**config.mk**
```make
export PLATFORM = sky130hd
export DESIGN_NAME = seg_scan_ctrl
export DESIGN_NICKNAME = d
export VERILOG_FILES = /design/src/rtl/seg_scan_ctrl.sv
export SDC_FILE = /design/constraint.sdc
export NUM_CORES = 1
export LEC_CHECK = 0
export BUFFER_PORTS_ARGS = -buffer_cell sky130_fd_sc_hd__buf_4
export CELL_PAD_IN_SITES_DETAIL_PLACEMENT = 1
export CELL_PAD_IN_SITES_GLOBAL_PLACEMENT = 1
export CORE_MARGIN = 1.5
export CORE_UTILIZATION = 44
export DETAILED_ROUTE_END_ITERATION = 7
export GPL_TIMING_DRIVEN = 0
export PLACE_DENSITY_LB_ADDON = 0.1
export SYNTH_ARGS = -nofsm -noshare
export SYNTH_HDL_FRONTEND = slang
export SYNTH_SLANG_ARGS = --single-unit
export TNS_END_PERCENT = 50
```
**constraint.sdc**
```tcl
create_clock -name clk -period 2.98 [get_ports clk]
set_input_delay 0.298 -clock clk [delete_from_list [all_inputs] [get_ports clk]]
set_output_delay 0.298 -clock clk [all_outputs]
set_load 0.005 [all_outputs]
```
**src/rtl/seg_scan_ctrl.sv**
```systemverilog
// Seven-segment scan controller: one digit lit at a time with dead-time
// gaps, shadow-register loads applied only at frame start.
module seg_scan_ctrl #(
  parameter int NUM_DIGITS = 4,
  parameter int DWELL      = 1000,
  parameter int GAP        = 16
) (
  input  logic                      clk,
  input  logic                      rst_n,
  input  logic                      en,
  input  logic                      load,
  input  logic [4*NUM_DIGITS-1:0]   value,
  input  logic [NUM_DIGITS-1:0]     blank,
  output logic [3:0]                nibble,
  output logic [NUM_DIGITS-1:0]     anode_n,
  output logic                      pending,
  output logic                      frame_done
);

  localparam int MAXC = (DWELL > GAP) ? DWELL : GAP;
  localparam int CW   = (MAXC > 1) ? $clog2(MAXC) : 1;
  localparam int IW   = $clog2(NUM_DIGITS);
  localparam int VW   = 4 * NUM_DIGITS;

  localparam logic [CW-1:0] GAP_LAST   = CW'(GAP - 1);
  localparam logic [CW-1:0] DWELL_LAST = CW'(DWELL - 1);
  localparam logic [IW-1:0] IDX_LAST   = IW'(NUM_DIGITS - 1);

  typedef enum logic {S_GAP, S_SHOW} state_t;

  state_t state, state_nx;
  logic [CW-1:0] cnt, cnt_nx;
  logic [IW-1:0] idx, idx_nx;

  logic [VW-1:0]         act_val, act_val_nx;
  logic [VW-1:0]         pend_val, pend_val_nx;
  logic [NUM_DIGITS-1:0] act_blank, act_blank_nx;
  logic [NUM_DIGITS-1:0] pend_blank, pend_blank_nx;
  logic                  pend_nx;

  logic [3:0]            nib_nx;
  logic [NUM_DIGITS-1:0] an_nx;
  logic                  fd_nx;

  logic gap_end, show_end, apply;

  assign gap_end  = (state == S_GAP) && (cnt == GAP_LAST);
  assign show_end = (state == S_SHOW) && (cnt == DWELL_LAST);
  // Shadow moves to active at the start of digit 0, or whenever idle.
  assign apply    = !en || (gap_end && (idx == '0));

  // State, counters, shadow/active registers and registered outputs
  always_ff @(posedge clk) begin
    if (!rst_n) begin
      state      <= S_GAP;
      cnt        <= '0;
      idx        <= '0;
      act_val    <= '0;
      pend_val   <= '0;
      act_blank  <= '1;
      pend_blank <= '1;
      pending    <= 1'b0;
      nibble     <= 4'h0;
      anode_n    <= '1;
      frame_done <= 1'b0;
    end else begin
      state      <= state_nx;
      cnt        <= cnt_nx;
      idx        <= idx_nx;
      act_val    <= act_val_nx;
      pend_val   <= pend_val_nx;
      act_blank  <= act_blank_nx;
      pend_blank <= pend_blank_nx;
      pending    <= pend_nx;
      nibble     <= nib_nx;
      anode_n    <= an_nx;
      frame_done <= fd_nx;
    end
  end

  // Scan sequencing: GAP -> SHOW per digit, forced idle when disabled
  always_comb begin
    state_nx = state;
    cnt_nx   = cnt;
    idx_nx   = idx;
    if (!en) begin
      state_nx = S_GAP;
      cnt_nx   = '0;
      idx_nx   = '0;
    end else begin
      unique case (state)
        S_GAP: begin
          if (gap_end) begin
            state_nx = S_SHOW;
            cnt_nx   = '0;
          end else begin
            cnt_nx = cnt + 1'b1;
          end
        end
        S_SHOW: begin
          if (show_end) begin
            state_nx = S_GAP;
            cnt_nx   = '0;
            idx_nx   = (idx == IDX_LAST) ? '0 : idx + 1'b1;
          end else begin
            cnt_nx = cnt + 1'b1;
          end
        end
        default: state_nx = S_GAP;
      endcase
    end
  end

  // Load handshake: capture into shadow, bypass when coincident with apply
  always_comb begin
    act_val_nx    = act_val;
    act_blank_nx  = act_blank;
    pend_val_nx   = load ? value : pend_val;
    pend_blank_nx = load ? blank : pend_blank;
    pend_nx       = pending;
    if (apply) begin
      if (load) begin
        act_val_nx   = value;
        act_blank_nx = blank;
      end else if (pending) begin
        act_val_nx   = pend_val;
        act_blank_nx = pend_blank;
      end
      pend_nx = 1'b0;
    end else if (load) begin
      pend_nx = 1'b1;
    end
  end

  // Output values for the next cycle, derived from the next scan state
  always_comb begin
    nib_nx = nibble;
    if (en && gap_end) nib_nx = act_val_nx[idx*4 +: 4];
    an_nx = '1;
    if (state_nx == S_SHOW) an_nx[idx_nx] = act_blank_nx[idx_nx];
    fd_nx = en && show_end && (idx == IDX_LAST);
  end

endmodule

```
==> impl_summary.log <==
[metrics] result of the run: finished, final reports clean
[metrics] cell with the most instances after synthesis: sky130_fd_sc_hd__dfxtp_1
[metrics] setup violators final: 0
[metrics] CP delay by family, top: compound AO/OA/AOI/OAI gates
[metrics] number of nets in the synthesized netlist: 364
[metrics] Cells after Synth: 337
[metrics] fin nets: 411
[metrics] Critical Path Max Stage Delay: 0.57 ns
[metrics] Num Clock Sinks: 63
[metrics] number of max-slew violations in the final report: 0
[metrics] maximum clock frequency: 0.367 GHz
[metrics] library cell used as clock root buffer: sky130_fd_sc_hd__clkbuf_8
[metrics] Diodes inserted: 0
[metrics] clk slew on worst S/H paths: 0.07 ns
[metrics] Yosys warnings: 0
[metrics] most used standard cells in the synthesized netlist: sky130_fd_sc_hd__dfxtp_1 (63), sky130_fd_sc_hd__nor2_1 (54), sky130_fd_sc_hd__mux2i_1 (25)
[metrics] Buffers on Ports: 32
[metrics] max-cap violations: 0
[metrics] buffering stage count on the worst path with inverters included: 2
[metrics] clock tree from TritonCTS: done
[metrics] largest vdd supply drop: 278 uV
[metrics] Hold/Removal Path Class: in2reg
[metrics] unrepaired setup endpoints after global routing: false
[metrics] top cell type by total area after synthesis: sky130_fd_sc_hd__dfxtp_1
[metrics] row count: 29
[metrics] post-route antenna net violation count: 0
[metrics] number of vias in the routed layout: 2,686
[metrics] number of fillers in the final layout: 791
[metrics] total DRC errors in the routed layout: 0
[metrics] flip-flop and latch count after synthesis: 63
[metrics] Worst Clk Skew: 0.0106 ns
[metrics] effective utilization at floorplan: 46.0%
[metrics] latest clock arrival within the worst-skew pair: 0.35 ns
[metrics] core area: 0.00639 mm^2
[metrics] H-tree depth reported by CTS: 3
[metrics] number of vias per cell: 5.76
[metrics] Netlist Area Pre-Place: 0.00294 mm^2
[metrics] final weighted congestion in routability-driven placement: 0.791
[metrics] final core occ: 55.3%
[metrics] chip width: 84.7 um
[metrics] Layout Area Growth over Synthesis: 20.1%
[metrics] DP HPWL: 5980 um
[metrics] number of antenna violations at the first check in global routing: 0
[metrics] final critical-path share of the clock period: 91.4%
[metrics] Max-Slew Margin vs Limit: 36.4%
[metrics] crit-path max FO: 10
[metrics] proportion of netlist area held by the largest area contributor: 42.9%
[metrics] critical path cell sequence: or4_1 > buf_2 > o41a_4 > buf_2 > a2111oi_0 > nor3_1 > o21ai_0 > o211ai_1
[metrics] CP dominant cell by count: sky130_fd_sc_hd__buf_2
[metrics] DRC marker count from the first detailed-route iteration: 111
[metrics] clock buffers created by TritonCTS: 9
[metrics] aggregate global-route resource usage: 25.4%
[metrics] fin crit period: 2.72 ns
[metrics] fraction of final layout cells sized beyond drive strength 1: 17.0%
[metrics] Crit path arrival time: 2.95 ns
[metrics] most instantiated flip-flop cell in the synthesis netlist: sky130_fd_sc_hd__dfxtp_1
[metrics] cell with the biggest individual delay on the critical path: sky130_fd_sc_hd__o41a_4
[metrics] power per cell area: 557 mW/mm^2
[metrics] wire length of the first global-routing pass: 14,100 um
[metrics] element type at the critical path end: flop
[metrics] leakage dissipation: 1.48 nW
[metrics] fraction of registers with async set/reset: 0%
[metrics] CTS max path bufs: 2
[metrics] number of synthesized flops with an enable pin: 0
[metrics] Req. time, crit path: 3.21 ns
[metrics] final-layout setup total negative slack: 0 ns
[metrics] sequential fraction of the synthesis area: 42.9%
[metrics] Cell variety after synth: 50
[metrics] count of pins on the block boundary: 34
[metrics] Total Routed Length: 8600 um
[metrics] sum of overflow across all layers after global routing: 0
[metrics] height of the die: 84.7 um
[metrics] length of the first detailed-routing pass in iterations: 4
[metrics] Routed WL per cell: 18.5 um
[metrics] Worst setup SP type: flop
[metrics] Worst-Margin Slew: 0.945 ns
[metrics] largest cells by area after synthesis: sky130_fd_sc_hd__dfxtp_1 (43%), sky130_fd_sc_hd__mux2i_1 (8.5%), sky130_fd_sc_hd__nor2_1 (6.9%)
[metrics] maximum number of pins on one net before global-route repair: 11
[metrics] Final Hold Violating Endpoints: 0
[metrics] die outline area: 0.00718 mm^2
[metrics] vias in the first global route: 2,767
[metrics] Worst Setup Path Type: reg2reg
[metrics] Avg Synthesized Cell Area: 8.72 um^2
power breakdown:
part	total (mW)	switching [mW]	internal [mW]	leakage, nW
clock	0.850	0.334	0.516	0.114
sequential	0.897	0.0190	0.878	0.516
combinational	0.220	0.127	0.0931	0.853
worst min-delay path: stages:
cell                      delay (ns)
sky130_fd_sc_hd__buf_4          0.08
sky130_fd_sc_hd__mux2i_1        0.06
sky130_fd_sc_hd__nand2_1        0.06
area by class of cell:
class                   instances  area, um^2  area share (%)
repair buffers                 36         270            7.65
flip-flops and latches         63        1260            35.7
well taps                      77        96.3            2.73
clock inverters                 3        65.1            1.84
plain buffers                  21        85.1            2.41
multi-input cells             242        1550            44.0
inverters                      11        41.3            1.17
clock buffers                  13         159            4.50
flip-flops by register name (all words and copies together), names as in the netlist:
| name | cells |
|---|---|
| act_blank | 4 |
| state | 1 |
| cnt | 10 |
| nibble | 4 |
| frame_done | 1 |
| idx | 2 |
| pend_val | 16 |
| pending | 1 |
| anode_n | 4 |
| act_val | 16 |
| pend_blank | 4 |
path summary, 6_finish.rpt:
kind                startpoint                         end  slack [ns]  cells past startpoint
min                   blank[2]  pend_blank[2]$_SDFFE_PN1P_        0.18                      3
min reg2reg  cnt[0]$_SDFF_PN0_           cnt[0]$_SDFF_PN0_        0.46                      1
max          cnt[4]$_SDFF_PN0_      nibble[2]$_SDFFE_PN0P_        0.26                      8
max reg2reg  cnt[4]$_SDFF_PN0_      nibble[2]$_SDFFE_PN0P_        0.26                      8
cells by family after synthesis:
logic type | share of synthesized area [%]
compound gates | 16.6
buf+inv | 4.30
xor+xnor | 2.38
fa+ha+maj | 1.28
flops | 42.9
simple gates | 23.3
mux | 9.28
metal layers:
layer / up-vias / wire [um] / share of wire (%) / global-route usage [%]
li1: 1286 / - / - / -
met1: 1314 / 3900 / 45 / 32.7
met2: 67 / 4160 / 48 / 42.1
met3: 19 / 341 / 4.0 / 3.93
met4: 0 / 203 / 2.4 / 11.0
met5: - / 0 / 0 / 0
what timing repair did:
item,4_1_cts,5_1_grt
setup buffers,0,4
resized for setup,0,0
endpoints found under the setup margin,0,2
hold buffers,0,0
cells in the final DEF (no fill, tap or decap), types with 5 or more instances in the layout:
cell                       netlist  layout
sky130_fd_sc_hd__nor3_1         12      12
sky130_fd_sc_hd__buf_2           5       5
sky130_fd_sc_hd__nand2_1        16      16
sky130_fd_sc_hd__clkbuf_8        0      11
sky130_fd_sc_hd__and2_1          9       9
sky130_fd_sc_hd__a211oi_1        5       5
sky130_fd_sc_hd__mux2i_1        25      25
sky130_fd_sc_hd__nor2_1         54      54
sky130_fd_sc_hd__o21ai_0        11      11
sky130_fd_sc_hd__nand2b_1        6       6
sky130_fd_sc_hd__a31oi_1         6       6
sky130_fd_sc_hd__inv_1          11      11
sky130_fd_sc_hd__nand3_1         8       8
sky130_fd_sc_hd__buf_4           0      36
sky130_fd_sc_hd__xnor2_1         6       6
sky130_fd_sc_hd__dfxtp_1        63      63
sky130_fd_sc_hd__a21oi_1        18      18
sky130_fd_sc_hd__nor2b_1         5       5
sky130_fd_sc_hd__clkbuf_1       12      14
metrics by stage:
stage / worst slack [ns] / hold slack [ns] / instances / instance area [um^2] / power [mW]
floorplan: 0.576 / 0.413 / 337 / 2940 / 1.05
global placement: 0.218 / 0.425 / 446 / 3280 / 1.12
detailed placement: 0.155 / 0.447 / 446 / 3280 / 1.13
CTS: 0.123 / 0.178 / 462 / 3500 / 1.97
global route: 0.151 / 0.203 / 466 / 3530 / 2.04
finish: 0.255 / 0.180 / 466 / 3530 / 1.97
Power figures use the tool's default switching activity.
